==> src/rtl/keypad_scanner.sv <==
// keypad_scanner: 4x4 matrix keypad scanner with debounce and keycode protocol.
// Emits make code while held, then one cycle KP_KEY_RELEASED, one cycle of the
// break code, then KP_INVALID while idle.
// Optional build macro: KPSCAN_STUCK_TIMEOUT_EN (stuck-key timeout + lockout).
module keypad_scanner #(
    parameter int unsigned SCAN_TICKS     = 3,
    parameter int unsigned DEBOUNCE_SCANS = 2,
    parameter int unsigned STUCK_SCANS    = 640
) (
    input  logic       clk256,
    input  logic       reset,
    input  logic [3:0] row_n,
    output logic [3:0] col_n,
    output logic [7:0] key,
    output logic       key_down
);

    localparam logic [7:0] KP_INVALID      = 8'h00;
    localparam logic [7:0] KP_KEY_RELEASED = 8'hF0;
    localparam logic [7:0] KP_0            = 8'h30;
    localparam logic [7:0] KP_STAR         = 8'h2A;
    localparam logic [7:0] KP_MINUS        = 8'h2D;

    localparam int unsigned TW = (SCAN_TICKS > 1) ? $clog2(SCAN_TICKS) : 1;
    localparam int unsigned CW = $clog2(DEBOUNCE_SCANS + 1);

    typedef enum logic [2:0] {
        S_IDLE,
        S_DB_PRESS,
        S_PRESSED,
        S_DB_RELEASE,
        S_SEND_REL,
        S_SEND_BRK
`ifdef KPSCAN_STUCK_TIMEOUT_EN
        , S_LOCKOUT
`endif
    } state_t;

    state_t          state, state_nx;
    logic [3:0]      row_s1, row_s2;
    logic [TW-1:0]   tick;
    logic [1:0]      col;
    logic [11:0]     scan_map;
    logic [3:0]      pos, pos_nx;
    logic [CW-1:0]   cnt, cnt_nx, cnt_inc;
    logic [3:0]      cand;
    logic            cand_valid;
    logic            present;
    logic            slot_end, scan_end;
    logic [7:0]      key_nx;
    logic            key_down_nx;

    // Position index is col*4+row; only columns 0..2 carry mapped keys.
    function automatic logic [7:0] code_of(input logic [3:0] p);
        case (p)
            4'd0:    code_of = KP_0 + 8'd1;
            4'd1:    code_of = KP_0 + 8'd4;
            4'd2:    code_of = KP_0 + 8'd7;
            4'd3:    code_of = KP_STAR;
            4'd4:    code_of = KP_0 + 8'd2;
            4'd5:    code_of = KP_0 + 8'd5;
            4'd6:    code_of = KP_0 + 8'd8;
            4'd7:    code_of = KP_0;
            4'd8:    code_of = KP_0 + 8'd3;
            4'd9:    code_of = KP_0 + 8'd6;
            4'd10:   code_of = KP_0 + 8'd9;
            4'd11:   code_of = KP_MINUS;
            default: code_of = KP_INVALID;
        endcase
    endfunction

    assign slot_end = (tick == TW'(SCAN_TICKS - 1));
    assign scan_end = slot_end && (col == 2'd3);
    assign present  = scan_map[pos];
    assign cnt_inc  = (cnt == CW'(DEBOUNCE_SCANS)) ? cnt : cnt + CW'(1);

    // Two-flop synchroniser for the asynchronous row inputs.
    always_ff @(posedge clk256 or negedge reset) begin
        if (!reset) begin
            row_s1 <= '1;
            row_s2 <= '1;
        end else begin
            row_s1 <= row_n;
            row_s2 <= row_s1;
        end
    end

    // Column slot timer, column drive rotation and per-column row capture.
    always_ff @(posedge clk256 or negedge reset) begin
        if (!reset) begin
            tick     <= '0;
            col      <= '0;
            col_n    <= 4'b1110;
            scan_map <= '0;
        end else if (slot_end) begin
            tick  <= '0;
            col   <= col + 2'd1;
            col_n <= {col_n[2:0], col_n[3]};
            case (col)
                2'd0:    scan_map[3:0]  <= ~row_s2;
                2'd1:    scan_map[7:4]  <= ~row_s2;
                2'd2:    scan_map[11:8] <= ~row_s2;
                default: ;
            endcase
        end else begin
            tick <= tick + TW'(1);
        end
    end

    // First pressed mapped position in scan order (lowest index wins).
    always_comb begin
        cand_valid = 1'b0;
        cand       = '0;
        for (int unsigned i = 0; i < 12; i++) begin
            if (scan_map[i] && !cand_valid) begin
                cand_valid = 1'b1;
                cand       = 4'(i);
            end
        end
    end

`ifdef KPSCAN_STUCK_TIMEOUT_EN
    localparam int unsigned SW = $clog2(STUCK_SCANS + 1);
    logic [SW-1:0] stuck_cnt;
    logic          stuck_hit;
    logic          lock_pend;

    assign stuck_hit = scan_end && present && (stuck_cnt == SW'(STUCK_SCANS - 1));

    // Scan counter runs only while PRESSED, so it is zero on every entry.
    always_ff @(posedge clk256 or negedge reset) begin
        if (!reset) begin
            stuck_cnt <= '0;
            lock_pend <= 1'b0;
        end else begin
            if (state != S_PRESSED)
                stuck_cnt <= '0;
            else if (scan_end && present && stuck_cnt != SW'(STUCK_SCANS))
                stuck_cnt <= stuck_cnt + SW'(1);
            if (state == S_PRESSED && stuck_hit)
                lock_pend <= 1'b1;
            else if (state == S_SEND_BRK)
                lock_pend <= 1'b0;
        end
    end
`endif

    // State, latched position, debounce counter and registered outputs.
    always_ff @(posedge clk256 or negedge reset) begin
        if (!reset) begin
            state    <= S_IDLE;
            pos      <= '0;
            cnt      <= '0;
            key      <= KP_INVALID;
            key_down <= 1'b0;
        end else begin
            state    <= state_nx;
            pos      <= pos_nx;
            cnt      <= cnt_nx;
            key      <= key_nx;
            key_down <= key_down_nx;
        end
    end

    // Next-state logic; outputs are decoded from the next state so they
    // change on the same edge as the state.
    always_comb begin
        state_nx = state;
        pos_nx   = pos;
        cnt_nx   = cnt;
        case (state)
            S_IDLE: begin
                if (scan_end && cand_valid) begin
                    pos_nx = cand;
                    cnt_nx = CW'(1);
                    if (DEBOUNCE_SCANS <= 1) state_nx = S_PRESSED;
                    else                     state_nx = S_DB_PRESS;
                end
            end
            S_DB_PRESS: begin
                if (scan_end) begin
                    if (present) begin
                        cnt_nx = cnt_inc;
                        if (cnt_inc >= CW'(DEBOUNCE_SCANS)) state_nx = S_PRESSED;
                    end else begin
                        cnt_nx   = '0;
                        state_nx = S_IDLE;
                    end
                end
            end
            S_PRESSED: begin
                if (scan_end) begin
                    if (!present) begin
                        cnt_nx = CW'(1);
                        if (DEBOUNCE_SCANS <= 1) state_nx = S_SEND_REL;
                        else                     state_nx = S_DB_RELEASE;
                    end
`ifdef KPSCAN_STUCK_TIMEOUT_EN
                    else if (stuck_hit) begin
                        state_nx = S_SEND_REL;
                    end
`endif
                end
            end
            S_DB_RELEASE: begin
                if (scan_end) begin
                    if (present) begin
                        cnt_nx   = '0;
                        state_nx = S_PRESSED;
                    end else begin
                        cnt_nx = cnt_inc;
                        if (cnt_inc >= CW'(DEBOUNCE_SCANS)) state_nx = S_SEND_REL;
                    end
                end
            end
            S_SEND_REL: state_nx = S_SEND_BRK;
            S_SEND_BRK: begin
                cnt_nx   = '0;
                state_nx = S_IDLE;
`ifdef KPSCAN_STUCK_TIMEOUT_EN
                if (lock_pend) state_nx = S_LOCKOUT;
`endif
            end
`ifdef KPSCAN_STUCK_TIMEOUT_EN
            S_LOCKOUT: begin
                if (scan_end) begin
                    if (present) begin
                        cnt_nx = '0;
                    end else begin
                        cnt_nx = cnt_inc;
                        if (cnt_inc >= CW'(DEBOUNCE_SCANS)) begin
                            cnt_nx   = '0;
                            state_nx = S_IDLE;
                        end
                    end
                end
            end
`endif
            default: state_nx = S_IDLE;
        endcase
    end

    // Output decode from next state and next latched position.
    always_comb begin
        key_nx      = KP_INVALID;
        key_down_nx = 1'b0;
        case (state_nx)
            S_PRESSED, S_DB_RELEASE: begin
                key_nx      = code_of(pos_nx);
                key_down_nx = 1'b1;
            end
            S_SEND_REL: key_nx = KP_KEY_RELEASED;
            S_SEND_BRK: key_nx = code_of(pos_nx);
            default: ;
        endcase
    end

endmodule

==> config.mk <==
export PLATFORM = sky130hd
export DESIGN_NAME = keypad_scanner
export DESIGN_NICKNAME = d
export VERILOG_FILES = /design/src/rtl/keypad_scanner.sv
export SDC_FILE = /design/constraint.sdc
export NUM_CORES = 1
export LEC_CHECK = 0
export CELL_PAD_IN_SITES_DETAIL_PLACEMENT = 0
export CELL_PAD_IN_SITES_GLOBAL_PLACEMENT = 1
export CORE_ASPECT_RATIO = 1.2
export CORE_MARGIN = 2
export CORE_UTILIZATION = 49
export DETAILED_ROUTE_END_ITERATION = 16
export PLACE_DENSITY = 0.95
export SYNTH_ARGS = -nofsm -noshare
export SYNTH_HDL_FRONTEND = slang
export SYNTH_SLANG_ARGS = --single-unit
==> constraint.sdc <==
create_clock -name clk256 -period 6.6 [get_ports clk256]
set_input_delay 0.99 -clock clk256 [delete_from_list [all_inputs] [get_ports clk256]]
set_output_delay 0.99 -clock clk256 [all_outputs]
set_load 0.01 [all_outputs]
==> metrics list, run 1 <==
- Post-synthesis mux area share: 7.30%
* Hold slack final: 360 ps
* LEAKAGE: 1.09 nW
* Power density over cell area: 310 nW/µm²
- Wire length of the first global-routing pass: 6920 µm
- Along the worst path, the maximum fanout reaches 15.
- In the synthesized netlist the async set-or-reset flop fraction comes to 100%.
- Summing the sequential cell areas from Yosys gives 51.6% of the chip area.
- The clock reaches the later pin of the worst-skew pair after 310 ps.
- Tightest slew margin relative to the limit: 36.0%
* Compound-Gate Fraction of Synth Area: 13.5%
- Mean instance size in the synthesized netlist: 10.9 µm²
* Number of global-route vias before repair: 1473
* Initial antenna violation count: 0
- Clk pwr share: 23.1%
- The clock tree synthesis step divided the H-tree into 2 levels.
* Number of buffers created by CTS: 5
- In this run, distinct cell masters in the synthesized netlist total 50.
* Source of the worst hold timing path: row_s1[0]
* Critical path startpoint: state[2]
- Main flop type after synthesis: sky130_fd_sc_hd__dfrtp_1
- Number of max-slew violations in the final report: 0
* Gr usage total: 17.5%
- Data arrives at the worst endpoint at 3120 ps.
- STA classifies the critical path startpoint as a register.
- Horizontal die dimension: 65.3 µm
- Tmin final: 2900 ps
- Summing the areas of all and, or, nand and nor instances in the mapped netlist gives 16.5% of the synthesized area.
- Peak ir drop on the vdd network: 0.162 mV
- Kind of critical path: register to register
- The clock net in this run drives a total of 45 sinks.
- Net switching is 33.7% of the power.
* Status: complete, no violations
* Worst Clk Skew: 11.6 ps
- Share of layout cells above drive strength 1: 16.7%
- Clock Path Buffers: 2
- Commonest cells in the netlist: 34 x sky130_fd_sc_hd__dfrtp_1, 28 x sky130_fd_sc_hd__nand2_1, 17 x sky130_fd_sc_hd__o21ai_0, 14 x sky130_fd_sc_hd__nor2_1
* # diodes: 0
- After detailed routing, the number of remaining DRC violations is 0.
- After clock tree synthesis, the clock-pin slew on the worst setup and hold paths is 90 ps.
- Master cell of the clock root buffer: sky130_fd_sc_hd__clkbuf_8
- Syn-to-layout area delta: 13.5%
- Half-perimeter wire length of the detailed placement result: 2820 µm
* Per-cell via count in the routed design: 5.42
* DP Worst Slack: 3740 ps
* Setup Total Neg Slack: 0 ps
- In this run the vertical extent of the chip is 77.6 µm.
* Actual transition at the worst max-transition pin: 960 ps
- Setup repair after global routing missed its margin: no
- Registers are responsible for 46.7% of the overall power.
- The share of total power dissipated in combinational logic is 30.2%.
- Mapped Area: 2210 µm²
- Cts hold-fix bufs: 0
- Nets: 237
* Number of vias in the routed layout: 1502
- During synthesis, Yosys emitted a total of 0 warnings.
* Crit path required time: 6820 ps
- Yosys mapped a number of flops with a built-in enable equal to 0.
* Net Sw Power: 0.262 mW
* Std-Cell Rows: 26
- Total of endpoints with negative setup slack in the final report: 0
- Max_cap viols: 0
- After synthesis the netlist holds a flip-flop and latch count of 45.
- Largest net degree at the start of global routing: 46
* Weighted congestion reported at the end of routability-driven placement: 0.856
- Achievable clock frequency: 0.345 GHz
- Initial standard-cell utilization of the core: 51.5%
* Biggest area contributors in the synthesized netlist: sky130_fd_sc_hd__dfrtp_1 39%, sky130_fd_sc_hd__dfstp_2 13%, sky130_fd_sc_hd__ha_1 6.2%
* Setup WS post-layout: 3700 ps
* Post-detailed-route wirelength per cell: 13.9 µm
- Synthesized instance count: 202
- Final ANT Viol Nets: 0
- Setup fix buffers added after clock tree synthesis: 0
- TritonCTS clock tree: done
- Capturing element type of the critical path: register
* Synthesized netlist net count: 219
- Dominant combinational cell family by area after synthesis: simple AND/OR/NAND/NOR gates
* Overall die area: 5060 µm²
* Launch point of the worst reg-to-reg path: state[2]
- Internal power comes to 0.514 mW.
- Core area: 4290 µm²
- The finished cells cover 2510 µm².
- Path class of the lowest-slack min-delay path: register to register
- The top cell type by area accounts for 38.5% of the synthesized area.
- Buffers placed on the I/O ports in this run total 18.
- Parity-gate share of the synthesized area counting xor and xnor cells: 0.793%
- In this run the cell area measured after placement is 2410 µm².
- Wire length after detailed routing: 3840 µm
- Number of top-level pins: 19
- After global routing the overflow that remains totals 0.
* Number of DRC violations after detailed-routing iteration 0: 116
* 1st-pass router iterations: 4
* Post-synthesis adder-cell area fraction: 6.23%
- Final hold violations: 0
- By instance count, the leading cell after synthesis is sky130_fd_sc_hd__dfrtp_1.
- CTS-repair resized insts: 0
* Synth area leader: sky130_fd_sc_hd__dfrtp_1
- The final critical path takes up 43.9% of the cycle.
[through the flow]
step	power, mW	util, %	instances
after floorplan	0.530	-	202
after global placement	0.597	56.2	269
after detailed placement	0.605	56.2	269
after CTS	0.786	58.4	277
after global routing	0.833	58.4	277
final	0.776	58.4	277
[registers in the layout (all words and copies together), names as in the netlist]
name	count
key_down	1
pos	4
cnt	2
col_n	4
key	7
row_s1	4
scan_map	12
col	2
tick	2
row_s2	4
state	3
[power groups by stage]
stage | Combinational, mW | Sequential (mW) | Clock (mW)
6_report | 0.235 | 0.362 | 0.179
5_1_grt | 0.266 | 0.370 | 0.197
4_1_cts | 0.238 | 0.362 | 0.186
3_5_place_dp | 0.237 | 0.368 | 0
3_3_place_gp | 0.231 | 0.366 | 0
2_1_floorplan | 0.175 | 0.355 | 0
[layer usage]
metal	vias up	track usage, %	wire length, µm
met1	726	22.4	1770
met5	-	0	0
met4	0	5.63	63
met2	22	29.8	1920
li1	746	-	-
met3	8	3.19	91
[cell families after synthesis]
family          after synthesis
fa+ha+maj                    11
buf+inv                      20
simple gates                 68
xor+xnor                      2
compound gates               44
mux                          12
flops                        45
[area by class of cell]
type,instances,area [µm²]
tap,56,70.1
timing repair buffer,18,175
multi-input combinational,137,980
clock buffer,5,68.8
inverter,13,48.8
clock inverter,3,25.0
fill,376,1790
sequential,45,1140
[worst max-delay path: stages (launching register included)]
cell and delay [ps]:
sky130_fd_sc_hd__dfrtp_1 560, sky130_fd_sc_hd__nand4bb_1 290, sky130_fd_sc_hd__nor3_1 370, sky130_fd_sc_hd__o21ai_0 160, sky130_fd_sc_hd__o32ai_1 560, sky130_fd_sc_hd__inv_2 150
sky130_fd_sc_hd__ha_1 220, sky130_fd_sc_hd__or3_1 360, sky130_fd_sc_hd__a31oi_1 150
[layout by cell type, fill, tap and decap left out, drive strengths merged, types with 3 or more instances in the layout]
| cell type | synthesis | final |
|---|---|---|
| a21oi | 5 | 5 |
| clkdlybuf4s50 | 0 | 17 |
| a31oi | 4 | 4 |
| nor3 | 4 | 4 |
| mux2 | 7 | 7 |
| nand2 | 28 | 28 |
| o21ai | 18 | 18 |
| nor2b | 4 | 4 |
| a21o | 3 | 3 |
| nor2 | 15 | 15 |
| dfstp | 11 | 11 |
| mux2i | 3 | 3 |
| ha | 11 | 11 |
| inv | 13 | 15 |
| clkbuf | 4 | 5 |
| nand2b | 3 | 3 |
| dfrtp | 34 | 34 |
[final timing paths]
check                             to  slack, ps  depth (start not counted)
hold reg to reg            row_s2[0]        360                          0
min in group asynchronous   key_down        830                          1
max in group asynchronous   col_n[0]       5170                          1
setup reg to reg              key[0]       3700                          8
setup / recovery              key[0]       3700                          8
hold / removal             row_s2[0]        360                          0
Note: power is estimated with default switching activity, not from simulation.
==> inputs of run 2 (changes only) <==
- CORE_UTILIZATION: 49 -> 41
- PLACE_DENSITY: 0.95 -> 0.86
- clock period: 6.6 -> 2.4 ns (I/O delays scaled with it)
==> metrics list, run 2 (synthesis gave the netlist of run 1 again) <==
- Status: complete, no violations
* Number of sinks on the clock net: 45 (unchanged)
- Final worst-path cycle share: 96.5% (+53 points)
- Cells along the critical path: or4_4 -> nand2b_4 -> o21a_4 -> o32ai_4 -> inv_2 -> ha_2 -> or3_1 -> a31oi_1
- The initial DRC count was 94 (-19%).
* Number of max-slew violations in the final report: 0 (unchanged)
- Final ANT Viol Nets: 0 (unchanged)
- The DRC violation count after routing came to 0 (unchanged).
- Post-detailed-route wirelength per cell: 14.2 µm (+2.1%)
- Number of top-level pins: 19 (unchanged)
* Power density over cell area: 795 nW/µm² (+160%)
- The endpoint arrival time on the critical path came to 2530 ps (-590 ps).
- Path class of the lowest-slack min-delay path: input pin to asynchronous set/reset pin
- The buffer and inverter count on the worst path came to 1 (unchanged).
* Final core area utilization: 53.4% (-5.0 points)
- The total number of cells along the worst setup path was 8 (unchanged).
- Most common cell after layout, fill and taps aside: sky130_fd_sc_hd__dfrtp_1
- The delay of the slowest critical-path stage was 540 ps (-20 ps).
- The post-detailed-routing wire length is 4400 µm (+15%).
- Number of vias in the routed layout: 1639 (+9.1%)
* Largest registers in the final layout: scan_map (12), key (7)
- Half-perimeter wire length of the detailed placement result: 3190 µm (+13%)
- The post-detailed-route via-to-cell ratio was 5.27 (-2.8%).
* R2r endpoint: key[0]
- Capturing element type of the critical path: register
- Syn-to-layout area delta: 27.1%
* Count of buffers inserted at the top-level ports: 18 (unchanged)
* Slowest cell on the critical path: sky130_fd_sc_hd__or4_4
- Setup Total Neg Slack: 0 ps (unchanged)
- The area of the die was 6000 µm² (+18%).
- Achievable clock frequency: 0.432 GHz (+25%)
- Flip-flop count of the largest register after layout: 12 (unchanged)
- Top register by number of flip-flops: scan_map
* Worst Clk Skew: 7.47 ps (-4.14 ps)
* Tightest slew margin relative to the limit: 43.5% (+7.5 points)
- The number of global-route vias before repair is 1631 (+11%).
- STA classifies the critical path startpoint as a register.
* Std-Cell Rows: 29 (+12%)
- The starting density of the core is 42.0% (-9.5 points).
- The largest buffer count on any clock path is 2 (unchanged).
- TritonCTS clock tree: done
- LEAKAGE: 1.23 nW (+13%)
- The worst setup slack for register-to-register paths was 80 ps (-3620 ps).
- Peak ir drop on the vdd network: 0.357 mV (+120%)
* H-Tree Depth: 2 (unchanged)
* # diodes: 0 (unchanged)
- Core area: 5260 µm² (+23%)
- Broken down by cell family, the worst path's largest delay share belongs to simple AND/OR/NAND/NOR gates.
* Tmin final: 2320 ps (-579 ps)
- The sum of overflow across all layers after global routing came to 0 (unchanged).
- Setup WS post-layout: 83.2 ps (-3620 ps)
- Master cell of the clock root buffer: sky130_fd_sc_hd__clkbuf_8
- The depth of the worst register-to-register path was 8 (unchanged).
- The clock buffer count from CTS came to 5 (unchanged).
- Leaving out fill and tap cells, the most frequent cells in the layout are 34 x sky130_fd_sc_hd__dfrtp_1, 28 x sky130_fd_sc_hd__nand2_1, 27 x sky130_fd_sc_hd__buf_4, 17 x sky130_fd_sc_hd__clkdlybuf4s50_1, 16 x sky130_fd_sc_hd__o21ai_0.
* Worst skew pair latency: 290 ps (-20 ps)
- The total instance count after detailed placement is 296 (+10%).
* Max_cap viols: 0 (unchanged)
- The clock transition at the register clock pins on the worst setup and hold paths after CTS came to 80 ps (about the same).
- Horizontal die dimension: 71.0 µm (+8.8%)
- Nets: 265 (+12%)
- The startpoint identified for the worst register-to-register timing path is scan_map[1].
- The most critical setup path has its startpoint at scan_map[1].
- Kind of critical path: register to register
- The routability congestion estimate from global placement is 0.833 (-2.7%).
* DP Worst Slack: -84.9 ps (-3820 ps)
- The number of search-and-repair iterations in the first detailed-routing pass came to 6 (+2).
- Cts hold-fix bufs: 0 (unchanged)
* Total of endpoints with negative setup slack in the final report: 0 (unchanged)
- Share of layout cells above drive strength 1: 29.3% (+13 points)
* Initial antenna violation count: 0 (unchanged)
* Capture point of the critical path: key[0]
* Largest net degree at the start of global routing: 39 (-15%)
* Gr usage total: 15.7% (-1.8 points)
- The final-layout worst hold slack is 161 ps (-199 ps).
- Wire length of the first global-routing pass: 7530 µm (+8.9%)
* Largest fanout of any net on the critical path: 5 (-10)
- Final hold violations: 0 (unchanged)
- The vertical die dimension came to 84.4 µm (+8.8%).
- Crit path required time: 2610 ps (-4210 ps)
* Count of placed standard cells in the final layout, fillers left out: 311 (+12%)
* Actual transition at the worst max-transition pin: 847 ps (-113 ps)
run 2: worst min path at each step:
stage	to	slack [ps]	cells after the start	start
floorplan	cnt[0]	60	0	reset
global placement	row_s2[3]	350	0	row_s1[3]
detailed placement	row_s2[2]	350	0	row_s1[2]
CTS	cnt[0]	200	1	reset
global route	state[0]	240	1	reset
finish	key_down	160	1	reset
run 2: worst reg2reg max path: stages (launching register included):
cell and delay, ps:
sky130_fd_sc_hd__dfrtp_1 390, sky130_fd_sc_hd__or4_4 540, sky130_fd_sc_hd__nand2b_4 190, sky130_fd_sc_hd__o21a_4 230
sky130_fd_sc_hd__o32ai_4 120, sky130_fd_sc_hd__inv_2 110, sky130_fd_sc_hd__ha_2 190, sky130_fd_sc_hd__or3_1 360
sky130_fd_sc_hd__a31oi_1 130
run 2: power breakdown:
group	internal (mW)	total [mW]	switching [mW]	leakage, nW
combinational	0.421	0.822	0.401	0.654
sequential	0.882	0.964	0.0823	0.539
clock	0.206	0.447	0.241	0.0385
total	1.51	2.23	0.724	1.23
run 2: cell type report:
type | count | area (µm²)
Fill cell | 453 | 2450
Clock buffer | 7 | 76.3
Timing Repair Buffer | 46 | 389
Clock inverter | 1 | 7.51
Multi-Input combinational cell | 137 | 1070
Inverter | 13 | 48.8
Sequential cell | 45 | 1140
Tap cell | 62 | 77.6
run 2: what timing repair did:
action                                  in CTS  in global routing
setup buffers                                0                  7
gates resized for setup                      2                 13
pin swaps                                    0                  8
endpoints found under the hold margin        0                  0
endpoints found under the setup margin       2                  4
run 2: metal layers:
layer,wire length (µm),GRT usage [%]
met3,154,3.24
met5,0,0
met1,1810,19.2
met4,93,5.15
met2,2340,27.4
run 2: through the flow:
step,area (µm²),power (mW)
6_report,2810,2.23
5_1_grt,2810,2.38
4_1_cts,2700,2.19
3_5_place_dp,2600,1.74
3_3_place_gp,2600,1.73
2_1_floorplan,2230,1.47
